<file path="src/rtl/multicycle_sequencer_if.sv">
// Instruction-memory fetch port between the sequencer (master) and instruction memory (slave).
// The address width tracks the sequencer's program counter width.
interface multicycle_sequencer_if #(
    parameter int PC_W = 8
);
    logic            imem_req;
    logic [PC_W-1:0] imem_addr;
    logic            imem_valid;
    logic [15:0]     imem_data;

    modport master (
        output imem_req,
        output imem_addr,
        input  imem_valid,
        input  imem_data
    );

    modport slave (
        input  imem_req,
        input  imem_addr,
        output imem_valid,
        output imem_data
    );
endinterface

</file>
<file path="src/rtl/multicycle_sequencer.sv">
// Multi-cycle instruction sequencer: FETCH -> DECODE -> EXEC -> WB per instruction,
// sticky HALT/TRAP on halt or illegal encodings. Every output comes from a register.
module multicycle_sequencer #(
    parameter int PC_W = 8
) (
    input  logic                   clk,
    input  logic                   reset,
    input  logic                   start,
    multicycle_sequencer_if.master imem,
    output logic [3:0]             ALUop,
    output logic                   alu_en,
    output logic                   regWrite,
    output logic [2:0]             rd,
    output logic [2:0]             rs,
    output logic [PC_W-1:0]        pc,
    output logic                   busy,
    output logic                   halted,
    output logic                   illegal
);
    typedef enum logic [2:0] {
        S_IDLE   = 3'd0,
        S_FETCH  = 3'd1,
        S_DECODE = 3'd2,
        S_EXEC   = 3'd3,
        S_WB     = 3'd4,
        S_HALT   = 3'd5,
        S_TRAP   = 3'd6
    } state_t;

    localparam logic [4:0] OP_RTYPE = 5'b00000;
    localparam logic [4:0] OP_AR    = 5'b00010;
    localparam logic [4:0] OP_HALT  = 5'b11111;

    state_t          state_reg, state_next;
    logic [14:0]     ir_reg;
    logic [3:0]      aluop_reg;
    logic [2:0]      rd_reg, rs_reg;
    logic [PC_W-1:0] pc_reg;

    // Instruction register keeps everything but the unused bit 4:
    // [14:10] opcode, [9:7] rd, [6:4] rs, [3:0] funct.
    logic [4:0] opcode;
    logic [3:0] funct;
    logic       r_legal;
    assign opcode  = ir_reg[14:10];
    assign funct   = ir_reg[3:0];
    assign r_legal = (opcode == OP_RTYPE) && (funct <= 4'd8);

    always_ff @(posedge clk) begin
        if (reset) begin
            state_reg <= S_IDLE;
        end else begin
            state_reg <= state_next;
        end
    end

    always_comb begin
        state_next = state_reg;
        case (state_reg)
            S_IDLE:   if (start) state_next = S_FETCH;
            S_FETCH:  if (imem.imem_valid) state_next = S_DECODE;
            S_DECODE: begin
                if (r_legal || opcode == OP_AR) begin
                    state_next = S_EXEC;
                end else if (opcode == OP_HALT) begin
                    state_next = S_HALT;
                end else begin
                    state_next = S_TRAP;
                end
            end
            S_EXEC:   state_next = S_WB;
            S_WB:     state_next = S_FETCH;
            S_HALT:   state_next = S_HALT;
            S_TRAP:   state_next = S_TRAP;
            default:  state_next = S_IDLE;
        endcase
    end

    always_comb begin
        imem.imem_req = 1'b0;
        alu_en        = 1'b0;
        regWrite      = 1'b0;
        busy          = 1'b0;
        halted        = 1'b0;
        illegal       = 1'b0;
        case (state_reg)
            S_FETCH:  begin imem.imem_req = 1'b1; busy = 1'b1; end
            S_DECODE: busy = 1'b1;
            S_EXEC:   begin alu_en = 1'b1; busy = 1'b1; end
            S_WB:     begin regWrite = 1'b1; busy = 1'b1; end
            S_HALT:   halted = 1'b1;
            S_TRAP:   illegal = 1'b1;
            default:  ;
        endcase
    end

    // ALUop/rd/rs persist across instructions; halt and illegal words leave ALUop as it was.
    always_ff @(posedge clk) begin
        if (reset) begin
            ir_reg    <= '0;
            aluop_reg <= '0;
            rd_reg    <= '0;
            rs_reg    <= '0;
            pc_reg    <= '0;
        end else begin
            if (state_reg == S_FETCH && imem.imem_valid) begin
                ir_reg <= {imem.imem_data[15:5], imem.imem_data[3:0]};
            end
            if (state_reg == S_DECODE) begin
                rd_reg <= ir_reg[9:7];
                rs_reg <= ir_reg[6:4];
                if (r_legal) begin
                    aluop_reg <= funct;
                end else if (opcode == OP_AR) begin
                    aluop_reg <= 4'b1111;
                end
            end
            if (state_reg == S_WB) begin
                pc_reg <= pc_reg + PC_W'(1);
            end
        end
    end

    assign imem.imem_addr = pc_reg;
    assign pc             = pc_reg;
    assign ALUop          = aluop_reg;
    assign rd             = rd_reg;
    assign rs             = rs_reg;
endmodule

</file>
<file path="src/flat_wrapper.sv">
// flat-port wrapper written by rule: the top's interface ports become plain ports
module multicycle_sequencer_flat 
#(
    parameter int PC_W = 8
)
  (clk, reset, start, ALUop, alu_en, regWrite, rd, rs, pc, busy, halted, illegal, imem_imem_req, imem_imem_addr, imem_imem_valid, imem_imem_data);
  multicycle_sequencer_if #(.PC_W(PC_W)) imem_i ();
  input  logic clk;
  input  logic reset;
  input  logic start;
  output logic [3:0] ALUop;
  output logic alu_en;
  output logic regWrite;
  output logic [2:0] rd;
  output logic [2:0] rs;
  output logic [PC_W-1:0] pc;
  output logic busy;
  output logic halted;
  output logic illegal;
  output wire logic [$bits(imem_i.imem_req)-1:0] imem_imem_req;
  output wire logic [$bits(imem_i.imem_addr)-1:0] imem_imem_addr;
  input wire logic [$bits(imem_i.imem_valid)-1:0] imem_imem_valid;
  input wire logic [$bits(imem_i.imem_data)-1:0] imem_imem_data;
  assign imem_imem_req = imem_i.imem_req;
  assign imem_imem_addr = imem_i.imem_addr;
  assign imem_i.imem_valid = imem_imem_valid;
  assign imem_i.imem_data = imem_imem_data;
  multicycle_sequencer #(.PC_W(PC_W)) u_core (.clk(clk), .reset(reset), .start(start), .imem(imem_i), .ALUop(ALUop), .alu_en(alu_en), .regWrite(regWrite), .rd(rd), .rs(rs), .pc(pc), .busy(busy), .halted(halted), .illegal(illegal));
endmodule
</file>
<file path="config.mk">
export PLATFORM = sky130hd
export DESIGN_NAME = multicycle_sequencer_flat
export DESIGN_NICKNAME = d
export VERILOG_FILES = /design/src/rtl/multicycle_sequencer_if.sv /design/src/rtl/multicycle_sequencer.sv /design/src/flat_wrapper.sv
export SDC_FILE = /design/constraint.sdc
export NUM_CORES = 1
export LEC_CHECK = 0
export CAP_MARGIN = 20
export CORE_AREA = 4 4 70 59
export CTS_BUF_LIST = sky130_fd_sc_hd__clkbuf_8
export DETAILED_ROUTE_END_ITERATION = 10
export DIE_AREA = 0 0 74 63
export HOLD_SLACK_MARGIN = 0.08
export PLACE_DENSITY = 0.8
export SLEW_MARGIN = 20
export SYNTH_ARGS = -nofsm -noshare
export SYNTH_HDL_FRONTEND = slang
export SYNTH_SLANG_ARGS = --single-unit
</file>
<file path="constraint.sdc">
create_clock -name clk -period 2.9 [get_ports clk]
set_input_delay 0.87 -clock clk [delete_from_list [all_inputs] [get_ports clk]]
set_output_delay 0.87 -clock clk [all_outputs]
set_load 0.02 [all_outputs]
</file>
# Word level (Yosys, flattened, before mapping)
# Index checks and enable logic that the tools add are counted.
# W data, S select, Z words.
dict set report totals {
  wordCells 40
  reg_bits 36
}
dict set report op_classes {
  muxes 13
  n_reduce_logical 9
  eq_ne 10
  add_sub_neg 1
  n_lt_le_gt_ge 1
}
# op count
set op_table {}
lappend op_table {{$pmux W3 S7} 1}
lappend op_table {{$eq A3 B3 Y1 const B} 3}
lappend op_table {{$mux W3} 3}
lappend op_table {{$add A8 B1 Y8 const B} 1}
lappend op_table {{$mux W4} 2}
lappend op_table {{$eq A3 B2 Y1 const B} 2}
lappend op_table {{$mux W1} 6}
lappend op_table {{$eq A5 B2 Y1 const B} 1}
lappend op_table {{$eq A5 B5 Y1 const B} 1}
lappend op_table {{$logic_not A5 Y1} 1}
lappend op_table {{$le A4 B4 Y1 const B} 1}
lappend op_table {{$ne A2 B2 Y1 const B} 2}
lappend op_table {{$reduce_and A2 Y1} 2}
lappend op_table {{$reduce_or A4 Y1} 1}
lappend op_table {{$eq A3 B1 Y1 const B} 1}
lappend op_table {{$logic_not A3 Y1} 1}
lappend op_table {{$logic_and A1 B1 Y1} 2}
lappend op_table {{$mux W2} 1}
lappend op_table {{$reduce_bool A2 Y1} 1}
lappend op_table {{$logic_or A1 B1 Y1} 1}

# Logic depth before layout (Yosys ltp)
dict set report depth {
  depth_word 5
  mapped_depth 6
  depth_no_buf 5
}

# Least setup slack after synthesis
# No wires, ideal clock.
dict set report synth_timing {
  path_type {reg-to-output}
  from {reg u_core.state_reg[0]}
  to {out busy}
  setup_slack_ps 906
  arrival_time_ps 1124
  required_time_ps 2030
  n_path_buf 1
  path_stages_with_launch 4
  cell_sequence {dfxtp_1 > clkbuf_1 > nor2_1 > xnor2_1}
}
dict set report synth_via {
  elab_chain_cells 3
  elab_cells_between_ends 6
  cone_classes {4 x eq/ne; 1 x mux; 1 x reduce/logical}
}
# element line_no
set synth_rtl {}
lappend synth_rtl {{start: declaration} multicycle_sequencer.sv:34} ;# state_t state_reg, state_next;
lappend synth_rtl {{start signal: assignment} multicycle_sequencer.sv:53} ;# state_reg <= state_next;
lappend synth_rtl {{$eq A3 B2 Y1, or another cell as far along} multicycle_sequencer.sv:86} ;# case (state_reg)
lappend synth_rtl {{$reduce_or A4 Y1 (no source line) *} --}
lappend synth_rtl {{$mux W1 *} multicycle_sequencer.sv:86}
lappend synth_rtl {{end: declaration} flat_wrapper.sv:17} ;# output logic busy;
# Every way passes the cells marked *; elsewhere a longest branch is shown, timed or not.

# Worst setup path after layout
dict set report layout_timing {
  from {reg u_core.state_reg[2]}
  to {out regWrite}
}
dict set report layout_via {
  elab_chain_cells 2
}
# element line_no
set layout_rtl {}
lappend layout_rtl {{$eq A3 B3 Y1} multicycle_sequencer.sv:86}
lappend layout_rtl {{$mux W1} multicycle_sequencer.sv:86}
lappend layout_rtl {{end: declaration} flat_wrapper.sv:13} ;# output logic regWrite;
# Every way passes these cells.

==> reports/results.md <==
| Stage | Parameter | Value |
|---|---|---|
| run status | Run status | finished, final reports clean |
| synth | Fraction of the yosys area taken by sequential cells | 45.9% |
| timing | Post-route fraction of the period consumed by the critical path | 92.3% |
| grt | Total global routing track utilization | 15.7% |
| synth | Most repeated cell in the gate-level netlist after synthesis | sky130_fd_sc_hd__nand2_1 |
| clock tree | Quantity of gates resized following cts | 0 |
| clock tree | Number of buffers added by the clock tree synthesis step | 5 |
| drt | Via-per-instance ratio | 4.90 |
| die | Count of boundary I/O pins | 52 |
| clock tree | Number of hold-repair buffers added at the cts stage | 0 |
| drt | Detailed-route DRC error count | 0 |
| timing | Final Hold Viols | 0 |
| critical path | Register-to-Register Setup Slack | 0.94 ns |
| synth | YS warnings | 0 |
| drt | Final wirelength | 3.30 mm |
| synth | Top cells by instance count after synthesis | sky130_fd_sc_hd__nand2_1 (39), sky130_fd_sc_hd__dfxtp_1 (36), sky130_fd_sc_hd__nor2_1 (24) |
| drt | Final routed wire length divided by cell count | 11.9 microns |
| power and ir drop | Net switching component of the power | 0.348 mW |
| critical path | Critical path fanouts, max | 16 |
| die | Die Footprint | 4660 sq um |
| critical path | Crit. End Element | output pin |
| hold path | Start point of the worst hold path | u_core.ir_reg[8] |
| hold path | Worst-case hold path end point | u_core.ir_reg[8] |
| die | Initial Util | 46.2% |
| critical path | Reg-to-reg endpoint | u_core.ALUop[0] |
| drt | Antenna violation net count after detailed routing | 0 |
| clock tree | Buffer type at the clock tree root | sky130_fd_sc_hd__clkbuf_8 |
| die | Horiz. Die Dim | 74 microns |
| drt | Via total after detailed routing | 1353 |
| layout | Number of diodes | 0 |
| critical path | Critical path launch point type | flop |
| place | Sum of net half-perimeters after detailed placement | 2.40 mm |
| timing | Fmax achieved | 0.374 GHz |
| timing | Aggregate negative setup slack | 0 ns |
| die | Vertical die dimension | 63 microns |
| place | Final Wtd Congestion | 0.729 |
| power and ir drop | Clk network pwr share | 34.5% |
| layout | Post-route cell area | 2160 sq um |
| synth | Leading post-synthesis cells by cell area | sky130_fd_sc_hd__dfxtp_1 (46%), sky130_fd_sc_hd__nand2_1 (9.3%), sky130_fd_sc_hd__a21oi_1 (7.0%), sky130_fd_sc_hd__nor2_1 (5.7%), sky130_fd_sc_hd__buf_4 (4.3%) |
| synth | Net Count, Synth | 212 |
| drt | First-pass detailed-route iteration total | 4 |
| place | Number of instances in the placed design | 268 |
| power and ir drop | Comb pwr share | 20.5% |
| grt | Overflow left after global routing | 0 |
| power and ir drop | Switching portion of total power | 27.8% |
| critical path | Worst reg2reg path startpoint | u_core.state_reg[1] |
| grt | Via count of the first global-routing pass | 1223 |
| timing | Setup skew after layout | 0.00533 ns |
| synth | Synthesized netlist cell count | 191 |
| grt | First-pass GRT wire length | 5.68 mm |
| synth | Cell type contributing the most total cell area after synthesis | sky130_fd_sc_hd__dfxtp_1 |
| power and ir drop | Reported leakage power | 0.788 nW |
| layout | Post-route non-filler standard cell count | 276 |
| hold path | Worst hold path depth | 2 |
| power and ir drop | Max VDD drop | 0.316 mV |
| timing | Count of pins over their slew limit | 0 |
| power and ir drop | Internal power contribution | 0.906 mW |
| layout | Total number of nets in the final design | 254 |
| drt | Number of DRC markers in iteration 0 | 61 |
| grt | Largest net degree at the start of global routing | 17 |
| power and ir drop | Pwr Density | 581 nW/um^2 |
| synth | Top_reg_cell synth | sky130_fd_sc_hd__dfxtp_1 |
| timing | Setup violators final | 0 |
| critical path | Worst Path Class, Setup | reg2out |
| hold path | Hold crit path type | reg2reg |
| place | Buffers added on ports | 50 |
| timing | Headroom to the max-slew limit | 64.7% |
| clock tree | Count of buffers added by post-CTS timing repair for setup | 0 |
| timing | Worst-margin pin slew | 0.529 ns |
| synth | Number of synthesized flops with an enable pin | 0 |
| clock tree | Max Root-Sink Buffers | 2 |
| timing | RSZ-0062 raised after global routing | false |
| critical path | R2r worst-path depth | 4 |
| critical path | Worst endpoint data arrival time | 1.81 ns |
| clock tree | Number of levels the H-tree was split into | 2 |
| synth | Async S/R FF share, synth | 0% |
| clock tree | Clock latency on the worst-skew pair | 0.29 ns |
| clock tree | Clock Sink Count | 36 |
| synth | Count of cell types in the netlist | 30 |
| place | Instance area at placement | 2050 sq um |
| timing | Min Clock Period, post-route | 2.68 ns |
| layout | Max reg flops | 15 |
| die | FP Rows | 19 |
| synth | Netlist area before placement | 1570 sq um |
| grt | Antenna violations before repair | 0 |
| clock tree | Clock transition at path regs | 0.07 ns |
| die | Core Area | 3400 sq um |
| job | Max Cap Viol | 0 |
| power and ir drop | Part of the power in registers | 45.0% |
| layout | Synthesis-to-finish area growth | 37.4% |
| layout | Proportion of layout cells with a drive suffix above 1 | 6.41% |
| synth | Yosys top cell area share | 45.9% |
| clock tree | CTS tree | done |
| synth | Count of state elements after synthesis | 36 |
| synth | Average cell area after synthesis | 8.23 sq um |
| critical path | Required time at the worst-slack endpoint | 2.03 ns |
how the worst max path moves through the flow:
stage	startpoint	to	cells past startpoint
global route	u_core.state_reg[2]	regWrite	2
CTS	u_core.state_reg[2]	regWrite	2
global placement	u_core.state_reg[2]	regWrite	2
finish	u_core.state_reg[2]	regWrite	2
floorplan	u_core.state_reg[0]	busy	3
detailed placement	u_core.state_reg[2]	regWrite	2
metal layers:
layer | routed length, microns | global-route usage (%)
met5 | 0 | 0
met1 | 1540 | 21.2
met3 | 242 | 6.43
met4 | 29 | 4.75
met2 | 1480 | 22.8
critical path: stages (launching register included):
cell and delay (ns):
sky130_fd_sc_hd__dfxtp_1 0.61, sky130_fd_sc_hd__nor3b_2 0.28, sky130_fd_sc_hd__clkdlybuf4s50_1 0.63
power groups by stage:
stage          Sequential, mW  Combinational [mW]  Clock (mW)
2_1_floorplan           0.571               0.171           0
3_3_place_gp            0.574               0.257           0
3_5_place_dp            0.576               0.260           0
4_1_cts                 0.564               0.261       0.442
5_1_grt                 0.570               0.287       0.465
6_report                0.564               0.258       0.433
stage by stage:
| stage | util (%) | worst slack (ns) | power [mW] | hold WS, ns |
|---|---|---|---|---|
| floorplan | - | 0.906 | 0.743 | 0.436 |
| finish | 63.5 | 0.223 | 1.25 | 0.456 |
| CTS | 63.5 | 0.209 | 1.27 | 0.458 |
| global placement | 60.3 | 0.518 | 0.830 | 0.441 |
| detailed placement | 60.3 | 0.521 | 0.836 | 0.447 |
| global route | 63.5 | 0.0805 | 1.32 | 0.475 |
layout make-up:
type                            instances  area (sq um)
Clock buffer                            5          68.8
Timing Repair Buffer                   54           531
Fill cell                             328          1240
Sequential cell                        36           721
Tap cell                               42          52.6
Multi-Input combinational cell        136           744
Clock inverter                          3          42.5
logic make-up after synthesis:
family,after synthesis,synth area share [%]
AND/OR/NAND/NOR,94,28.0
AO/OA/AOI/OAI,29,11.4
multiplexers,6,3.82
adder cells (fa/ha/maj),1,0.796
buffers and inverters,19,6.77
XOR/XNOR,6,3.34
flip-flops,36,45.9
layout by cell type (no fill, tap or decap), drive strengths merged, types with 2 or more instances in the layout:
cell           Yosys  layout
xor2               2       2
xnor2              4       4
nor3b              3       3
nand3              2       2
a21oi             22      22
mux2i              6       6
or3                3       3
nand4              2       2
clkdlybuf4s50      0      50
nor2b              6       6
o21ai              4       4
buf               10       4
nor3               7       7
dfxtp             36      36
clkbuf             9       5
nand2             39      39
nor2              24      24
(Power assumes the default switching activity.)
